==> src/rtl/enemy_path_controller.sv <==
// Radial motion sequencer for one enemy slot: spawn, per-frame advance,
// escape at the playfield edge, and a timed explosion after a hit.
module enemy_path_controller #(
  parameter int MAX_DIST       = 208,
  parameter int EXPLODE_FRAMES = 8
) (
  input  logic       clk,
  input  logic       rst_n,
  input  logic       frame_tick,
  input  logic       spawn,
  input  logic [3:0] spawn_angle,
  input  logic [2:0] speed,
  input  logic       hit,
  output logic [7:0] distance,
  output logic [3:0] angle,
  output logic       active,
  output logic       exploding,
  output logic       killed,
  output logic       escaped,
  output logic       busy
);

  typedef enum logic [1:0] {
    IDLE    = 2'd0,
    MOVE    = 2'd1,
    EXPLODE = 2'd2
  } state_e;

  localparam logic [8:0] MaxDist   = 9'(MAX_DIST);
  localparam logic [3:0] ExpFrames = 4'(EXPLODE_FRAMES);

  state_e     state_q, state_d;
  logic [7:0] dist_q, dist_d;
  logic [3:0] angle_q, angle_d;
  logic [2:0] speed_q, speed_d;
  logic [3:0] cnt_q, cnt_d;
  logic       killed_q, killed_d;
  logic       escaped_q, escaped_d;
  logic [8:0] sum;

  // Full-width sum so an overshoot past the edge is seen, never wrapped.
  assign sum = {1'b0, dist_q} + {6'b0, speed_q};

  always_ff @(posedge clk) begin
    if (!rst_n) begin
      state_q   <= IDLE;
      dist_q    <= 8'd0;
      angle_q   <= 4'd0;
      speed_q   <= 3'd1;
      cnt_q     <= 4'd0;
      killed_q  <= 1'b0;
      escaped_q <= 1'b0;
    end else begin
      state_q   <= state_d;
      dist_q    <= dist_d;
      angle_q   <= angle_d;
      speed_q   <= speed_d;
      cnt_q     <= cnt_d;
      killed_q  <= killed_d;
      escaped_q <= escaped_d;
    end
  end

  always_comb begin
    state_d   = state_q;
    dist_d    = dist_q;
    angle_d   = angle_q;
    speed_d   = speed_q;
    cnt_d     = cnt_q;
    killed_d  = 1'b0;
    escaped_d = 1'b0;
    unique case (state_q)
      IDLE: begin
        if (spawn) begin
          state_d = MOVE;
          dist_d  = 8'd0;
          angle_d = spawn_angle;
          speed_d = (speed == 3'd0) ? 3'd1 : speed;
        end
      end
      MOVE: begin
        if (hit) begin
          state_d  = EXPLODE;
          killed_d = 1'b1;
          cnt_d    = ExpFrames;
        end else if (frame_tick) begin
          if (sum < MaxDist) begin
            dist_d = sum[7:0];
          end else begin
            state_d   = IDLE;
            dist_d    = 8'd0;
            escaped_d = 1'b1;
          end
        end
      end
      EXPLODE: begin
        if (frame_tick) begin
          if (cnt_q <= 4'd1) begin
            state_d = IDLE;
            dist_d  = 8'd0;
            cnt_d   = 4'd0;
          end else begin
            cnt_d = cnt_q - 4'd1;
          end
        end
      end
      default: begin
        state_d = IDLE;
        dist_d  = 8'd0;
      end
    endcase
  end

  always_comb begin
    distance  = dist_q;
    angle     = angle_q;
    active    = (state_q == MOVE);
    exploding = (state_q == EXPLODE);
    busy      = active | exploding;
    killed    = killed_q;
    escaped   = escaped_q;
  end

endmodule

==> config.mk <==
export PLATFORM = sky130hd
export DESIGN_NAME = enemy_path_controller
export DESIGN_NICKNAME = d
export VERILOG_FILES = /design/src/rtl/enemy_path_controller.sv
export SDC_FILE = /design/constraint.sdc
export NUM_CORES = 1
export LEC_CHECK = 0
export ABC_AREA = 1
export CAP_MARGIN = 5
export CORE_MARGIN = 1
export CORE_UTILIZATION = 45
export DETAILED_ROUTE_END_ITERATION = 16
export PLACE_DENSITY_LB_ADDON = 0.05
export SLEW_MARGIN = 10
export SYNTH_ARGS = -nofsm -noshare
export SYNTH_HDL_FRONTEND = slang
export SYNTH_SLANG_ARGS = --single-unit
==> constraint.sdc <==
create_clock -name clk -period 2.6 [get_ports clk]
set_input_delay 0.78 -clock clk [delete_from_list [all_inputs] [get_ports clk]]
set_output_delay 0.78 -clock clk [all_outputs]
set_load 0.03 [all_outputs]
# [After elaboration in Yosys (flattened, before gate mapping)]
# Cells that the tools add are included.
# W data, S select, Z words.
[op_classes] n_addsub=2 order_cmp=2 n_eq_ne=10 n_mux=21 bitwise_logic=4 reduce_logical=9
[ops] op="$mux W8" count=6
[ops] op="$pmux W8 S3" count=1
[ops] op="$mux W2" count=6
[ops] op="$mux W4" count=3
[ops] op="$ne A2 B2 Y1 const B" count=5
[ops] op="$reduce_and A5 Y1" count=2
[ops] op="$add A8 B3 Y9" count=1
[ops] op="$lt A9 B8 Y1 const B" count=1
[ops] op="$pmux W4 S2" count=1
[ops] op="$ne A3 B3 Y1 const B" count=2
[ops] op="$pmux W2 S3" count=1
[ops] op="$le A4 B1 Y1 const B" count=1
[ops] op="$reduce_and A2 Y1" count=2
[ops] op="$reduce_or A4 Y1" count=1
[ops] op="$sub A4 B1 Y4 const B" count=1
[ops] op="$logic_not A3 Y1" count=1
[ops] op="$mux W3" count=1
[ops] op="$not A1 Y1" count=3
[ops] op="$reduce_and A3 Y1" count=1
[ops] op="$eq A2 B1 Y1 const B" count=1
[ops] op="$eq A2 B2 Y1 const B" count=1
[ops] op="$logic_not A2 Y1" count=1
[ops] op="$mux W1" count=2
[ops] op="$ne A2 B1 Y1 const B" count=1
[ops] op="2 further kinds" count=2
[word_totals] regBits=23 in_bits=12 output_inout_bits=17 word_cells=55

# [Longest topological paths before layout]
# Gate-level depths: netlist (run 1).
[depth] ltp_word=6 mapped_depth=13 depth_no_buf=13

# [Worst setup path after synthesis (run 1)]
# Ideal clock, no wire load.
[synth_timing] path_type="register -> register" from="register dist_q[0] (netlist: distance[0])" to="register state_q[0]" setup_ps=115 arrival_time_ps=1884 path_slack_ps=601 path_stages_with_launch=13 path_buffers=0 synth_period_minus_slack_ps=1999 cell_sequence="dfxtp_1 > ha_1 > fa_1 > nand2_1 > nand2_2 > nand2_1 > nand2_1 > nand2_1 > nand3_1 > nand3_4 > nand3_2 > a21oi_1 > nor2_1"
[synth_via] elab_chain_len=4
[synth_lines] element="from (decl)" line="33" rtl="logic [7:0] dist_q, dist_d;"
[synth_lines] element="from (signal assigned)" line="55" rtl="dist_q <= dist_d;"
[synth_lines] element="$add A8 B3 Y9" line="42" rtl="assign sum = {1'b0, dist_q} + {6'b0, speed_q};"
[synth_lines] element="$lt A9 B8 Y1" line="87" rtl="if (sum < MaxDist) begin"
[synth_lines] element="$ne A3 B3 Y1 (no line)"
[synth_lines] element="$reduce_and A5 Y1 (no line)"
[synth_lines] element="to (signal assigned)" line="54" rtl="state_q <= state_d;"
[synth_lines] element="to (decl)" line="32" rtl="state_e state_q, state_d;"
# No other way between the ends.
# A chain may end at the register's enable or synchronous reset.

# [Worst setup path in the final report (run 1)]
[layout_timing] from="register state_q[1]" to="output port busy"
[layout_via] elab_chain_len=2
[layout_lines] element="$eq A2 B1 Y1 or $eq A2 B2 Y1 (tied branches)" line="117, 118"
[layout_lines] element="$or A1 B1 Y1 *" line="119" rtl="busy = active | exploding;"
[layout_lines] element="to (decl)" line="20" rtl="output logic busy"
# Mark *: on every way between the ends. The rest lies on a longest branch, timed or not.

==> results.sh, run 1 <==
export IMPL_result_of_the_run="finished clean"
export IMPL_hold_path_startpoint="angle[2]$_SDFFE_PN0P_"
export IMPL_clock_skew_final_ps=10.6
export IMPL_core_ar_sq_um=2760
export IMPL_clock_root_buffer="sky130_fd_sc_hd__clkbuf_4"
export IMPL_worst_setup_hold_path_clk_slew_ps=130
export IMPL_floorplan_die_area_sq_um=3150
export IMPL_leakagePower_uw=0.000749
export IMPL_cts_hold_buffers=0
export IMPL_synth_seq_cells=23
export IMPL_synth_top_area_share_pct=34.9
export IMPL_seq_area_frac_synth_pct=34.9
export IMPL_diodes=0
export IMPL_async_flop_share_pct=0
export IMPL_layout_worst_path_cycle_share_pct=95.2
export IMPL_netlist_top_cell_by_area="sky130_fd_sc_hd__dfxtp_1"
export IMPL_layout_drive_gt1_share_pct=10.8
export IMPL_critical_path_max_fanout=3
export IMPL_grt_util_all_layers_pct=18.9
export IMPL_number_of_detailed_routing_iterations_run_before_antenna_repair=4
export IMPL_placed_cells=239
export IMPL_maxCapViolCount=0
export IMPL_synthMostInstantiatedCell="sky130_fd_sc_hd__nand2_1"
export IMPL_post_drt_wl_per_cell_um=11.4
export IMPL_place_area_sq_um=1640
export IMPL_max_freq_ghz=0.404
export IMPL_cts_htree_levels=1
export IMPL_hold_viol=0
export IMPL_critical_path_arrival_ps=1690
export IMPL_rsz0062_at_grt="false"
export IMPL_worstSetupPathType="reg2out"
export IMPL_critical_path_buf_inv_count=2
export IMPL_grt_pass1_wl_um=4790
export IMPL_overflow_after_grt=0
export IMPL_netlist_top_cells_area="sky130_fd_sc_hd__dfxtp_1, sky130_fd_sc_hd__nand2_1, sky130_fd_sc_hd__ha_1, sky130_fd_sc_hd__nor2_1, sky130_fd_sc_hd__inv_1"
export IMPL_postCtsSetupBuffers=0
export IMPL_clock_latency_ps=330
export IMPL_ff2ff_path_depth=12
export IMPL_routed_vias=1262
export IMPL_yosysWarnings=0
export IMPL_chipWidth_um=56.2
export IMPL_fin_setup_tns_ps=0
export IMPL_grt_pass1_vias=1154
export IMPL_timing_final_max_slew_violations=0
export IMPL_ir_drop_v=0.000494
export IMPL_timing_rr_end="state_q[0]$_SDFFE_PN0P_"
export IMPL_worstSetupStartpointType="flip-flop"
export IMPL_destination_of_the_worst_hold_path="angle[2]$_SDFFE_PN0P_"
export IMPL_postSynthNetCount=201
export IMPL_report_final_setup_viol=0
export IMPL_synth_cell_type_count=27
export IMPL_clock_tree_buffer_depth=2
export IMPL_io_pin_count=29
export IMPL_clock_sinks=23
export IMPL_dominantRegCellSynth="sky130_fd_sc_hd__dfxtp_1"
export IMPL_critical_path_top_delay_family="buffers and inverters"
export IMPL_syn_area_sq_um=1320
export IMPL_grt_antenna_before_repair=0
export IMPL_drt_iter0_drc=34
export IMPL_placement_rows=19
export IMPL_fp_dieH_um=56.2
export IMPL_synth_edf_count=0
export IMPL_grt_start_max_net_pins=14
export IMPL_drt_antenna_violating_nets=0
export IMPL_drt_total_wl_um=2760
export IMPL_worstPathCellList="inv_1 -> ha_1 -> clkdlybuf4s50_1"
export IMPL_synth_avg_cell_area_sq_um=7.33
export IMPL_timing_final_crit_period_ps=2470
export IMPL_cp_data_required_time_ps=1820
export IMPL_power_density_nw_per_um2=701
export IMPL_cpMaxStageDelayCell="sky130_fd_sc_hd__clkdlybuf4s50_1"
export IMPL_slowest_delay_ps=650
export IMPL_reg2reg_from="distance[0]$_SDFFE_PN0P_"
export IMPL_buffer_ports_inserted=28
export IMPL_r2r_setup_slack_ps=540
export IMPL_gpl_final_weighted_congestion=0.783
export IMPL_worstSetupEndpointType="output pin"
export IMPL_synth_top_cells_by_count="sky130_fd_sc_hd__nand2_1, sky130_fd_sc_hd__nor2_1, sky130_fd_sc_hd__dfxtp_1, sky130_fd_sc_hd__inv_1, sky130_fd_sc_hd__nand3_1"
export IMPL_stdcell_area_sq_um=1670
export IMPL_place_hpwl_um=2140
export IMPL_fin_total_pwr_uw=1170
export IMPL_design_final_nets=234
export IMPL_start_util_pct=47.9
export IMPL_tritoncts_num_buffers=3
export IMPL_tightest_slew_ps=347
export IMPL_min_path_cells=2
export IMPL_tritoncts="built"
export IMPL_post_layout_nonfiller_instances=243
export IMPL_flow_area_growth_from_synthesis_pct=26.4
export IMPL_synthCells=180
export IMPL_vias_per_cell=5.19
export IMPL_maxSlewHeadroom_pct=76.8
export IMPL_worst_hold_path_type="reg2reg"
export IMPL_detail_route_drc_violations=0
cell type report:
type | count | area [sq um]
Clock buffer | 3 | 22.5
Clock inverter | 1 | 5.00
Fill cell | 273 | 1090
Inverter | 24 | 90.1
Multi-Input combinational cell | 132 | 762
Sequential cell | 23 | 460
Tap cell | 31 | 38.8
Timing Repair Buffer | 29 | 290
report_power, final:
group | switching (uW) | internal (uW) | total (uW)
combinational | 330 | 211 | 540
clock | 122 | 57.8 | 180
sequential | 40.2 | 409 | 449
kinds of logic (layout without fill, tap and decap cells):
group / count (synthesis) / in the layout / synth area share [%]
adders and majority gates: 9 / 9 / 9.10
muxes: 1 / 1 / 0.758
xor gates and xnor gates: 2 / 2 / 1.33
DFF: 23 / 23 / 34.9
buffers and inverters: 25 / 57 / 7.39
AOI/OAI and AO/OA: 23 / 23 / 9.19
and+or+nand+nor: 97 / 97 / 37.3
how the worst max path moves through the flow:
| stage | startpoint | end | slack [ps] | depth (start not counted) |
|---|---|---|---|---|
| global placement | frame_tick | distance[0]$_SDFFE_PN0P_ | 340 | 11 |
| CTS | state_q[1]$_SDFFE_PN0P_ | active | 70 | 3 |
| detailed placement | frame_tick | distance[4]$_SDFFE_PN0P_ | 250 | 11 |
| finish | state_q[1]$_SDFFE_PN0P_ | busy | 130 | 3 |
| global route | state_q[0]$_SDFFE_PN0P_ | exploding | 40 | 3 |
| floorplan | distance[0]$_SDFFE_PN0P_ | state_q[0]$_SDFFE_PN0P_ | 600 | 12 |
metrics by stage:
| stage | utilization [%] | hold WS, ps | setup WS [ps] |
|---|---|---|---|
| 3_3_place_gp | 59.4 | 464 | 340 |
| 6_report | 60.5 | 495 | 126 |
| 2_1_floorplan | - | 448 | 601 |
| 4_1_cts | 60.4 | 498 | 71.4 |
| 5_1_grt | 60.5 | 517 | 41.4 |
| 3_5_place_dp | 59.4 | 474 | 254 |
cells in the final DEF (no fill, tap or decap), drive strengths merged:
cell	n
a211oi	2
a21oi	11
mux2i	1
nand3	17
clkinv	2
clkbuf	3
o21ai	9
clkdlybuf4s50	27
nor3	3
ha	8
nand3b	2
or2	1
nand4	6
dfxtp	23
buf	1
a31oi	1
nand2	41
xor2	2
inv	23
nor2	27
dlymetal6s2s	1
fa	1
routing by layer:
metal / vias to the layer above / wire (um) / global-route usage, %
met4: 0 / 37 / 9.06
met3: 4 / 130 / 3.72
met5: - / 0 / 0
li1: 655 / - / -
met1: 573 / 1350 / 24.3
met2: 30 / 1250 / 30.3
state kept, by name, summed over array words and instances (netlist names):
name,count
distance,8
angle,4
killed,1
cnt_q,4
state_q,2
speed_q,3
escaped,1
worst register-to-register path: stages (launching register included):
cell and delay (ps):
sky130_fd_sc_hd__dfxtp_1 360, sky130_fd_sc_hd__ha_1 250, sky130_fd_sc_hd__fa_1 410, sky130_fd_sc_hd__nand2_1 100
sky130_fd_sc_hd__nand2_2 100, sky130_fd_sc_hd__nand2_1 70, sky130_fd_sc_hd__nand2_1 40, sky130_fd_sc_hd__nand2_1 80
sky130_fd_sc_hd__nand3_1 130, sky130_fd_sc_hd__nand3_4 130, sky130_fd_sc_hd__nand3_2 110, sky130_fd_sc_hd__a21oi_1 140
sky130_fd_sc_hd__nor2_1 60
what timing repair did:
| action | CTS | global route |
|---|---|---|
| gates resized for setup | 0 | 1 |
| endpoints found under the hold margin | 0 | 0 |
| setup endpoints to repair | 0 | 1 |
Power figures use the tool's default switching activity.
==> inputs of run 2 (changes only) <==
Settings changed: ABC_AREA 1 to unset, CTS_BUF_LIST set to sky130_fd_sc_hd__clkbuf_4 sky130_fd_sc_hd__clkbuf_8.
Clock period 2.6 ns to 2.8 ns, I/O delays scaled along.
==> results.sh, run 2 <==
export IMPL_min_path_cells=2
export IMPL_grt_antenna_before_repair=0
export IMPL_max_freq_ghz=0.375
export IMPL_clock_root_buffer="sky130_fd_sc_hd__clkbuf_4"
export IMPL_worstSetupStartpointType="flip-flop"
export IMPL_ff2ff_path_depth=8
export IMPL_postcts_resize_cnt=0
export IMPL_vias_per_cell=5.79
export IMPL_tritoncts_num_buffers=3
export IMPL_worst_setup_hold_path_clk_slew_ps=130
export IMPL_synth_top_area_share_pct=33.4
export IMPL_netlist_top_cell_by_area="sky130_fd_sc_hd__dfxtp_1"
export IMPL_gpl_final_weighted_congestion=0.833
export IMPL_grt_start_max_net_pins=14
export IMPL_post_layout_nonfiller_instances=224
export IMPL_maxSlewHeadroom_pct=68.5
export IMPL_flow_area_growth_from_synthesis_pct=25.1
export IMPL_fin_setup_tns_ps=0
export IMPL_detail_route_drc_violations=2
export IMPL_grt_util_all_layers_pct=21.0
export IMPL_stdcell_area_sq_um=1730
export IMPL_chipWidth_um=57.4
export IMPL_drt_total_wl_um=3140
export IMPL_final_cell_mix="sky130_fd_sc_hd__clkdlybuf4s50_1, sky130_fd_sc_hd__dfxtp_1, sky130_fd_sc_hd__nand2_1"
export IMPL_postSynthNetCount=185
export IMPL_syn_area_sq_um=1380
export IMPL_synthCells=164
export IMPL_layout_worst_path_cycle_share_pct=95.2
export IMPL_clock_sinks=23
export IMPL_hold_worst_slack_ps=469
export IMPL_worstSetupPathType="reg2out"
export IMPL_ir_drop_v=0.000429
export IMPL_yosysWarnings=0
export IMPL_violations_in_the_final_reports="design-rule violations"
export IMPL_critical_path_arrival_ps=1820
export IMPL_synth_top_cells_by_count="sky130_fd_sc_hd__dfxtp_1, sky130_fd_sc_hd__nand2_1, sky130_fd_sc_hd__a21oi_1, sky130_fd_sc_hd__nand3_1, sky130_fd_sc_hd__nor2_1"
export IMPL_seq_area_frac_synth_pct=33.4
export IMPL_maxCapViolCount=0
export IMPL_cp_data_required_time_ps=1960
export IMPL_clock_tree_buffer_depth=2
export IMPL_report_final_setup_viol=0
export IMPL_clock_latency_ps=310
export IMPL_buffer_ports_inserted=28
export IMPL_synth_edf_count=0
export IMPL_global_route_usage_met3_pct=2.72
export IMPL_postCtsSetupBuffers=0
export IMPL_start_util_pct=48.8
export IMPL_timing_final_crit_period_ps=2660
export IMPL_leakagePower_uw=0.000614
export IMPL_fp_dieH_um=57.4
export IMPL_mostFrequentLayoutCell="sky130_fd_sc_hd__clkdlybuf4s50_1"
export IMPL_floorplan_die_area_sq_um=3290
export IMPL_tightest_slew_ps=470
export IMPL_drt_antenna_violating_nets=0
export IMPL_core_ar_sq_um=2830
export IMPL_layout_drive_gt1_share_pct=10.9
export IMPL_io_pin_count=29
export IMPL_hold_viol=0
export IMPL_worst_hold_path_type="reg2reg"
export IMPL_timing_final_max_slew_violations=0
export IMPL_clock_skew_final_ps=1.34
export IMPL_synth_cell_type_count=45
export IMPL_busiest_grt_layer="met2"
export IMPL_grt_util_met2_pct=34.6
export IMPL_placed_cells=220
export IMPL_design_final_nets=215
export IMPL_diodes=0
export IMPL_result_of_the_run="complete, but fails checks"
export IMPL_place_worst_setup_slack_ps=203
export IMPL_rsz0062_at_grt="false"
export IMPL_async_flop_share_pct=0
export IMPL_dominantRegCellSynth="sky130_fd_sc_hd__dfxtp_1"
export IMPL_netlist_top_cells_area="sky130_fd_sc_hd__dfxtp_1, sky130_fd_sc_hd__ha_1, sky130_fd_sc_hd__nand2_1, sky130_fd_sc_hd__a21oi_1, sky130_fd_sc_hd__nand3_1"
export IMPL_post_drt_wl_per_cell_um=14.0
export IMPL_power_density_nw_per_um2=534
export IMPL_cts_htree_levels=1
export IMPL_gr_usage_met1_pct=27.8
export IMPL_worstSetupEndpointType="output pin"
export IMPL_synth_avg_cell_area_sq_um=8.42
export IMPL_grt_pass1_wl_um=5440
export IMPL_placement_rows=19
export IMPL_routed_vias=1297
export IMPL_synth_seq_cells=23
export IMPL_critical_path_max_fanout=9
export IMPL_grt_pass1_vias=1246
export IMPL_number_of_detailed_routing_iterations_run_before_antenna_repair=10
export IMPL_drt_iter0_drc=53
export IMPL_post_route_worst_setup_slack_ps=135
export IMPL_overflow_after_grt=0
export IMPL_cts_hold_buffers=0
export IMPL_synthMostInstantiatedCell="sky130_fd_sc_hd__dfxtp_1"
export IMPL_place_hpwl_um=2450
export IMPL_tritoncts="built"
export IMPL_place_area_sq_um=1700
export IMPL_number_of_flip_flops_under_the_largest_register_name=8
==> run 2: cell count changes in the layout (fill, tap and decap cells not counted), moves of 5 or more <==
cell,before,now
sky130_fd_sc_hd__nor2_1,25,11
sky130_fd_sc_hd__inv_2,6,1
sky130_fd_sc_hd__inv_1,17,6
sky130_fd_sc_hd__o21ai_0,8,3
sky130_fd_sc_hd__nand2_1,38,20
==> run 2: report_power, final <==
part           total (uW)  switching, uW  internal, uW
clock                 154            100          53.3
combinational         384            234           150
sequential            383           22.8           361
total                 921            357           564
==> run 2: through the flow <==
stage	power, uW	utilization [%]
6_report	921	61.0
5_1_grt	986	61.0
4_1_cts	930	61.0
3_5_place_dp	773	60.1
3_3_place_gp	763	60.1
2_1_floorplan	645	-
==> run 2: critical path: stages, from the launching register on <==
cell	delay, ps
sky130_fd_sc_hd__dfxtp_1	350
sky130_fd_sc_hd__inv_1	70
sky130_fd_sc_hd__ha_1	360
sky130_fd_sc_hd__clkdlybuf4s50_1	740
==> run 2: path summary, 6_finish.rpt <==
check / startpoint / end / slack, ps
setup reg to reg: distance[0]$_SDFFE_PN0P_ / state_q[0]$_SDFFE_PN0P_ / 230
hold reg to reg: angle[2]$_SDFFE_PN0P_ / angle[2]$_SDFFE_PN0P_ / 470
setup / recovery: state_q[1]$_SDFFE_PN0P_ / active / 140
hold / removal: angle[2]$_SDFFE_PN0P_ / angle[2]$_SDFFE_PN0P_ / 470
==> run 2: logic make-up (layout without fill, tap and decap cells) <==
| kind of cell | count (synthesis) | in the layout | share of synthesized area (%) |
|---|---|---|---|
| and+or+nand+nor | 65 | 65 | 23.8 |
| AOI/OAI and AO/OA | 49 | 49 | 27.8 |
| DFF | 23 | 23 | 33.4 |
| buffers and inverters | 15 | 44 | 4.35 |
| adders and majority gates | 9 | 9 | 8.70 |
| xor gates and xnor gates | 2 | 2 | 1.27 |
| muxes | 1 | 1 | 0.725 |
==> run 2: final cells by class <==
class | instances | area, sq um
fill | 253 | 1100
multi-input combinational | 126 | 860
sequential | 23 | 460
timing repair buffer | 32 | 310
tap | 31 | 38.8
inverter | 8 | 30.0
clock buffer | 3 | 22.5
clock inverter | 1 | 5.00
==> run 2: layer usage <==
layer / share of wire, % / vias to the layer above
li1: - / 657
met1: 47 / 608
met2: 49 / 28
met3: 3.1 / 4
met4: 0.86 / 0
met5: 0 / -
==> inputs of run 3 (changes only) <==
Settings changed: CORE_ASPECT_RATIO set to 0.75, CORE_UTILIZATION 45 to 48.
==> results.sh, run 3 (synthesis gave the netlist of run 2 again) <==
export IMPL_clock_root_buffer="sky130_fd_sc_hd__clkbuf_8"
export IMPL_postCtsSetupBuffers=0
export IMPL_layout_worst_path_cycle_share_pct=92.2
export IMPL_routed_vias=1286
export IMPL_io_pin_count=29
export IMPL_number_of_detailed_routing_iterations_run_before_antenna_repair=4
export IMPL_maxCapViolCount=0
export IMPL_clock_skew_final_ps=5.81
export IMPL_busiest_grt_layer="met2"
export IMPL_drt_total_wl_um=3120
export IMPL_overflow_after_grt=0
export IMPL_global_route_usage_met3_pct=5.90
export IMPL_critical_path_arrival_ps=1740
export IMPL_vias_per_cell=5.62
export IMPL_power_density_nw_per_um2=557
export IMPL_timing_final_crit_period_ps=2580
export IMPL_timing_final_max_slew_violations=0
export IMPL_core_ar_sq_um=2660
export IMPL_cts_htree_levels=1
export IMPL_chipWidth_um=63.9
export IMPL_grt_util_all_layers_pct=21.7
export IMPL_fin_setup_tns_ps=0
export IMPL_placed_cells=225
export IMPL_result_of_the_run="finished clean"
export IMPL_mostFrequentLayoutCell="sky130_fd_sc_hd__clkdlybuf4s50_1"
export IMPL_worstSetupEndpointType="output pin"
export IMPL_detail_route_drc_violations=0
export IMPL_design_final_nets=215
export IMPL_start_util_pct=51.8
export IMPL_layout_drive_gt1_share_pct=10.9
export IMPL_grt_util_met2_pct=35.8
export IMPL_tritoncts_num_buffers=3
export IMPL_worst_setup_hold_path_clk_slew_ps=80
export IMPL_clock_latency_ps=270
export IMPL_grt_antenna_before_repair=0
export IMPL_drt_iter0_drc=123
export IMPL_buffer_ports_inserted=28
export IMPL_drt_antenna_violating_nets=0
export IMPL_place_hpwl_um=2440
export IMPL_maxSlewHeadroom_pct=67.6
export IMPL_final_cell_mix="sky130_fd_sc_hd__clkdlybuf4s50_1, sky130_fd_sc_hd__dfxtp_1, sky130_fd_sc_hd__nand2_1"
export IMPL_flow_area_growth_from_synthesis_pct=27.1
export IMPL_cp_data_required_time_ps=1960
export IMPL_placement_rows=16
export IMPL_post_layout_nonfiller_instances=229
export IMPL_gr_usage_met1_pct=28.2
export IMPL_floorplan_die_area_sq_um=3100
export IMPL_grt_pass1_wl_um=5310
export IMPL_diodes=0
export IMPL_grt_pass1_vias=1210
export IMPL_report_final_setup_viol=0
export IMPL_clock_tree_buffer_depth=2
export IMPL_cts_hold_buffers=0
export IMPL_critical_path_max_fanout=9
export IMPL_max_freq_ghz=0.387
export IMPL_rsz0062_at_grt="false"
export IMPL_fp_dieH_um=48.4
export IMPL_number_of_flip_flops_under_the_largest_register_name=8
export IMPL_tightest_slew_ps=483
export IMPL_leakagePower_uw=0.000623
export IMPL_gpl_final_weighted_congestion=0.876
export IMPL_grt_start_max_net_pins=13
export IMPL_post_drt_wl_per_cell_um=13.6
export IMPL_hold_viol=0
export IMPL_postcts_resize_cnt=0
export IMPL_worst_hold_path_type="reg2reg"
export IMPL_tritoncts="built"
export IMPL_worstSetupStartpointType="flip-flop"
export IMPL_clock_sinks=23
export IMPL_worstSetupPathType="reg2out"
export IMPL_ir_drop_v=0.000330
export IMPL_layout_filler_cells=236
==> run 3: cell count changes in the layout (fill, tap and decap cells not counted) <==
cell / previous run / this run
sky130_fd_sc_hd__clkbuf_4: 3 / 1
sky130_fd_sc_hd__clkbuf_8: 0 / 3
sky130_fd_sc_hd__clkinv_2: 1 / 0
==> run 3: critical path, stage by stage, from the launching register on <==
cell and delay [ps]:
sky130_fd_sc_hd__dfxtp_1 330, sky130_fd_sc_hd__inv_1 80, sky130_fd_sc_hd__ha_1 340, sky130_fd_sc_hd__clkdlybuf4s50_1 730
==> run 3: worst paths after layout <==
check                           start                 endpoint  slack (ps)  depth (start not counted)
max           state_q[1]$_SDFFE_PN0P_                   active         220                          3
min             angle[2]$_SDFFE_PN0P_    angle[2]$_SDFFE_PN0P_         460                          2
max reg2reg  distance[0]$_SDFFE_PN0P_  state_q[0]$_SDFFE_PN0P_         250                          8
min reg2reg     angle[2]$_SDFFE_PN0P_    angle[2]$_SDFFE_PN0P_         460                          2
==> run 3: layout make-up <==
| class | instances | area, sq um | area share, % |
|---|---|---|---|
| clock buffers | 4 | 48.8 | 2.78 |
| flip-flops and latches | 23 | 460 | 26.2 |
| repair buffers | 32 | 310 | 17.7 |
| inverters | 8 | 30.0 | 1.71 |
| well taps | 36 | 45.0 | 2.57 |
| multi-input cells | 126 | 860 | 49.0 |
==> run 3: through the flow <==
stage	hold slack [ps]	worst slack, ps	total power (uW)	cell area (sq um)	util (%)
final	457	217	977	1750	65.9
after global routing	490	102	1040	1750	65.9
after CTS	464	197	984	1750	65.9
after detailed placement	453	204	769	1710	64.1
after global placement	443	272	762	1710	64.1
after floorplan	440	360	645	1380	-
==> run 3: per-layer routing <==
metal  up-vias  part of all wire (%)  wire length, um
met3         4                   5.1              160
met1       589                    48             1500
met2        37                    46             1440
li1        656                     -                -
met4         0                  0.74               23
met5         -                     0                0
==> run 3: power breakdown <==
part	leakage, uW	internal, uW	switching, uW
sequential	0.000187	360	22.1
clock	0.0000262	111	106
combinational	0.000410	150	226
total	0.000623	622	355
